`src/rtl/regfile_write_arbiter.sv`:
```
// Write-port owner for the 32x32 register file: clears registers 1..31 after reset,
// then arbitrates core writeback, debug and MDU writes onto WE3/A3/WD3.
module regfile_write_arbiter #(
   parameter int                DATA_W       = 32,
   parameter int                ADDR_W       = 5,
   parameter logic [DATA_W-1:0] CLEAR_VAL    = 32'h0000_0000,
   parameter int                STARVE_LIMIT = 4
) (
   input  logic              clk,
   input  logic              rst_n,
   input  logic              core_we,
   input  logic [ADDR_W-1:0] core_addr,
   input  logic [DATA_W-1:0] core_data,
   output logic              core_stall,
   input  logic              dbg_valid,
   output logic              dbg_ready,
   input  logic [ADDR_W-1:0] dbg_addr,
   input  logic [DATA_W-1:0] dbg_data,
   input  logic              mdu_valid,
   output logic              mdu_ready,
   input  logic [ADDR_W-1:0] mdu_addr,
   input  logic [DATA_W-1:0] mdu_data,
   output logic              rf_we,
   output logic [ADDR_W-1:0] rf_addr,
   output logic [DATA_W-1:0] rf_data,
   output logic              init_done
);

   typedef enum logic {ST_INIT = 1'b0, ST_RUN = 1'b1} state_t;
   typedef enum logic {RR_DBG = 1'b0, RR_MDU = 1'b1} rr_t;

   localparam logic [3:0]        LIMIT_C    = 4'(STARVE_LIMIT);
   localparam logic [ADDR_W-1:0] LAST_REG_C = {ADDR_W{1'b1}};

   state_t            state_r, state_nxt_s;
   rr_t               rr_ptr_r, rr_ptr_nxt_s;
   logic [ADDR_W-1:0] clr_idx_r, clr_idx_nxt_s;
   logic [3:0]        starve_r, starve_nxt_s;

   logic       in_init_s;
   logic       side_any_s;
   logic       starve_hit_s;
   logic       grant_core_s, grant_dbg_s, grant_mdu_s;
   logic [4:0] starve_diff_s;

   // State register with synchronous active-low reset
   always_ff @(posedge clk) begin
      if (!rst_n) begin
         state_r   <= ST_INIT;
         clr_idx_r <= {{(ADDR_W-1){1'b0}}, 1'b1};
         rr_ptr_r  <= RR_DBG;
         starve_r  <= 4'd0;
      end else begin
         state_r   <= state_nxt_s;
         clr_idx_r <= clr_idx_nxt_s;
         rr_ptr_r  <= rr_ptr_nxt_s;
         starve_r  <= starve_nxt_s;
      end
   end

   // Grant selection and write-port drive; a reset cycle behaves like INIT
   always_comb begin
      in_init_s     = (!rst_n) || (state_r == ST_INIT);
      side_any_s    = dbg_valid || mdu_valid;
      // sign bit of (starve - limit) clear means starve >= limit
      starve_diff_s = {1'b0, starve_r} - {1'b0, LIMIT_C};
      starve_hit_s  = !starve_diff_s[4];
      grant_core_s  = 1'b0;
      grant_dbg_s   = 1'b0;
      grant_mdu_s   = 1'b0;
      core_stall    = 1'b0;
      rf_we         = 1'b0;
      rf_addr       = {ADDR_W{1'b0}};
      rf_data       = {DATA_W{1'b0}};
      if (in_init_s) begin
         core_stall = 1'b1;
         rf_we      = 1'b1;
         rf_addr    = clr_idx_r;
         rf_data    = CLEAR_VAL;
      end else begin
         core_stall = starve_hit_s && side_any_s;
         if (core_we && !core_stall) begin
            grant_core_s = 1'b1;
         end else if (dbg_valid && mdu_valid) begin
            if (rr_ptr_r == RR_DBG) begin
               grant_dbg_s = 1'b1;
            end else begin
               grant_mdu_s = 1'b1;
            end
         end else if (dbg_valid) begin
            grant_dbg_s = 1'b1;
         end else if (mdu_valid) begin
            grant_mdu_s = 1'b1;
         end else begin
            grant_core_s = 1'b0;
         end
         if (grant_core_s) begin
            rf_addr = core_addr;
            rf_data = core_data;
         end else if (grant_dbg_s) begin
            rf_addr = dbg_addr;
            rf_data = dbg_data;
         end else if (grant_mdu_s) begin
            rf_addr = mdu_addr;
            rf_data = mdu_data;
         end else begin
            rf_addr = {ADDR_W{1'b0}};
         end
         // register 0 is hardwired: the handshake completes but nothing is written
         rf_we = (grant_core_s || grant_dbg_s || grant_mdu_s) && (rf_addr != {ADDR_W{1'b0}});
      end
      dbg_ready = grant_dbg_s;
      mdu_ready = grant_mdu_s;
      init_done = !in_init_s;
   end

   // Next-state: clear sequencing, round-robin pointer and starvation counter
   always_comb begin
      state_nxt_s   = state_r;
      clr_idx_nxt_s = clr_idx_r;
      rr_ptr_nxt_s  = rr_ptr_r;
      starve_nxt_s  = starve_r;
      case (state_r)
         ST_INIT: begin
            clr_idx_nxt_s = clr_idx_r + {{(ADDR_W-1){1'b0}}, 1'b1};
            if (clr_idx_r == LAST_REG_C) begin
               state_nxt_s = ST_RUN;
            end else begin
               state_nxt_s = ST_INIT;
            end
         end
         ST_RUN: begin
            if (grant_dbg_s) begin
               rr_ptr_nxt_s = RR_MDU;
            end else if (grant_mdu_s) begin
               rr_ptr_nxt_s = RR_DBG;
            end else begin
               rr_ptr_nxt_s = rr_ptr_r;
            end
            if (grant_dbg_s || grant_mdu_s || !side_any_s) begin
               starve_nxt_s = 4'd0;
            end else if (grant_core_s && (starve_r != 4'hF)) begin
               starve_nxt_s = starve_r + 4'd1;
            end else begin
               starve_nxt_s = starve_r;
            end
         end
         default: begin
            state_nxt_s = ST_INIT;
         end
      endcase
   end

endmodule

```
`config.mk`:
```
export PLATFORM = sky130hd
export DESIGN_NAME = regfile_write_arbiter
export DESIGN_NICKNAME = d
export VERILOG_FILES = /design/src/rtl/regfile_write_arbiter.sv
export SDC_FILE = /design/constraint.sdc
export NUM_CORES = 1
export LEC_CHECK = 0
export CAP_MARGIN = 20
export CORE_UTILIZATION = 26
export DETAILED_ROUTE_END_ITERATION = 16
export PLACE_DENSITY = 0.85
export SLEW_MARGIN = 10
export SYNTH_ARGS = -nofsm -noshare
export SYNTH_HDL_FRONTEND = slang
export SYNTH_SLANG_ARGS = --single-unit
```
`constraint.sdc`:
```
create_clock -name clk -period 2.65 [get_ports clk]
set_clock_uncertainty 0.1 [all_clocks]
set_input_delay 0.3975 -clock clk [delete_from_list [all_inputs] [get_ports clk]]
set_output_delay 0.3975 -clock clk [all_outputs]
set_load 0.01 [all_outputs]
```
==> metrics.csv <==
metric,value,unit
fin_crit_sh,98.0,%
cts.clk_slew.worst_paths,0.06,ns
syn_avg_cell_area,7.55,um2
yosysSeqAreaShare,18.2,%
n_antenna_cell,0,
synth_flop_cell,dfxtp_1,
max_cap_violations,0,
ys_ff_latch,11,
slew_headroom,74.1,%
fin_util,67.2,%
postSynthCellCount,160,
cts_made_buffers,3,
clk_path_buf_depth,2,
core-area,4410,um2
h-tree-depth,1,
yosysUniqueCellTypes,36,
start_util,27.4,%
endpoint_kind,primary output,
ant_nets,0,
grt_pass1_vias,1893,
areaGrowthSynthToFinish,146,%
dr.pass1.iters,8,
synth_most_common_cell,nor2_1,
cts_tree,yes,
drc,0,
gp_congestion,0.859,
syn_area,1210,um2
drt_iter0_drc,281,
min_period,2.60,ns
hold_viol,0,
path_max_fanout,28,
ctsHoldBuffers,0,
rows,24,
peakVddDrop,249,uV
die-width,70.1,um
grt_usage,24.6,%
routedWlPerCell,17.3,um
max_clock_freq,385,MHz
syn-num-nets,279,
worst-endpoint-required,2.15,ns
vias,2039,
cts-root-buf,clkbuf_8,
yosys-top-cells-count,"42 x nor2_1, 36 x a222oi_1, 11 x dfxtp_1, 10 x clkbuf_1, 7 x nand2_1",
grt_max_degree,32,
cellPowerDensity,227,nW/um2
vias_per_cell,5.39,
die_y,70.1,um
cp.arrival,2.10,ns
grt_overflow,0,
drive_above_1_share,16.6,%
crit_type,primary input to primary output,
antenna_found_initial,0,
yosysTopAreaCell,a222oi_1,
placed_cell_area,2890,um2
leakage,1.21,nW
worst_pin_slew,0.389,ns
hold_class,flop to flop,
async_reset_ff_share,0,%
fin_area,2970,um2
dieArea,4920,um2
cts.sinks,11,
nNetsFinal,446,
synth_top_area_share,29.8,%
wl,6530,um
io_buffers,157,
synth_area_leaders,"a222oi_1 30%, dfxtp_1 18%, nor2_1 13%",
setup_viol,0,
dp_hpwl,5000,um
status,"finished, final reports clean",
synth_edf_count,0,
reg2reg_slack,1.06,ns
crit_path_start_kind,primary input,
grt_first_pass_wirelength,9630,um
ys_warn_count,0,
slew_violations,0,
clk_latency,0.25,ns
ios,158,
==> state kept, by name, summed over array words and instances (netlist names) <==
signal	flops
rr_ptr_r	1
state_r	1
clr_idx_r	5
starve_r	4
==> routing by layer <==
layer / global-route usage, % / part of all wire (%) / up-vias
li1: - / - / 984
met1: 28.5 / 39 / 935
met2: 44.6 / 50 / 101
met3: 3.61 / 6.9 / 19
met4: 10.4 / 3.5 / 0
met5: 0 / 0 / -
==> cell usage in the layout, fill, tap and decap left out, types with 3 or more instances in the layout <==
| cell | n |
|---|---|
| a21oi_1 | 3 |
| clkdlybuf4s15_1 | 14 |
| clkbuf_2 | 10 |
| nand2_1 | 7 |
| dfxtp_1 | 10 |
| clkdlybuf4s50_1 | 115 |
| ha_1 | 3 |
| buf_4 | 18 |
| nor2_1 | 42 |
| a222oi_1 | 36 |
| dlygate4sd2_1 | 10 |
| buf_8 | 3 |
| and2_1 | 4 |
| clkbuf_8 | 3 |
| mux2i_1 | 3 |
| buf_2 | 5 |
==> worst max-delay path, cell delays in order <==
cell and delay [ns]:
dlygate4sd2_1 0.21, or3b_4 0.38, buf_4 0.15, and3_4 0.20
buf_12 0.17, a222oi_1 0.23, nor2_1 0.06, dlygate4sd2_1 0.30
==> kinds of logic after synthesis <==
kind of cell | share of synthesized area, %
adders and majority gates | 3.11
buffers and inverters | 9.02
AOI/OAI and AO/OA | 37.7
xor gates and xnor gates | 2.90
muxes | 2.49
DFF | 18.2
and+or+nand+nor | 26.5
==> layout make-up <==
type                    instances  area (um2)
clock buffers                   3        41.3
clock inverters                 1        5.00
fillers                       403        1450
inverters                       1        7.51
multi-input cells             129         892
flip-flops and latches         11         221
well taps                      52        65.1
repair buffers                181        1730
==> repair_timing <==
| item | 4_1_cts | 5_1_grt |
|---|---|---|
| endpoints found under the setup margin | 40 | 37 |
| resized for setup | 82 | 27 |
| buffers inserted | 1 | 3 |
| gates cloned | 1 | 0 |
| pin swaps | 36 | 19 |
==> power by group <==
group          switching (mW)  total (mW)  internal, mW
combinational          0.0939       0.319         0.225
sequential            0.00606       0.178         0.171
clock                  0.0721       0.176         0.104
==> worst paths after layout <==
check	startpoint	to	depth (start not counted)
max	core_we	rf_data[5]	8
min	starve_r[3]	starve_r[3]	2
max reg2reg	starve_r[3]	rr_ptr_r	5
min reg2reg	starve_r[3]	starve_r[3]	2
==> stage by stage <==
| stage | TNS (ns) | cells | hold slack (ns) | power [mW] | setup WS, ns |
|---|---|---|---|---|---|
| after floorplan | 0 | 160 | 0.388 | 0.277 | 0.504 |
| after global routing | -0.0105 | 378 | 0.476 | 0.706 | -0.0105 |
| after detailed placement | -15.99 | 369 | 0.437 | 0.486 | -0.487 |
| final | 0 | 378 | 0.436 | 0.672 | 0.0519 |
| after global placement | -15.17 | 369 | 0.413 | 0.483 | -0.451 |
| after CTS | 0 | 375 | 0.450 | 0.675 | 0.0201 |
Power figures use the tool's default switching activity.
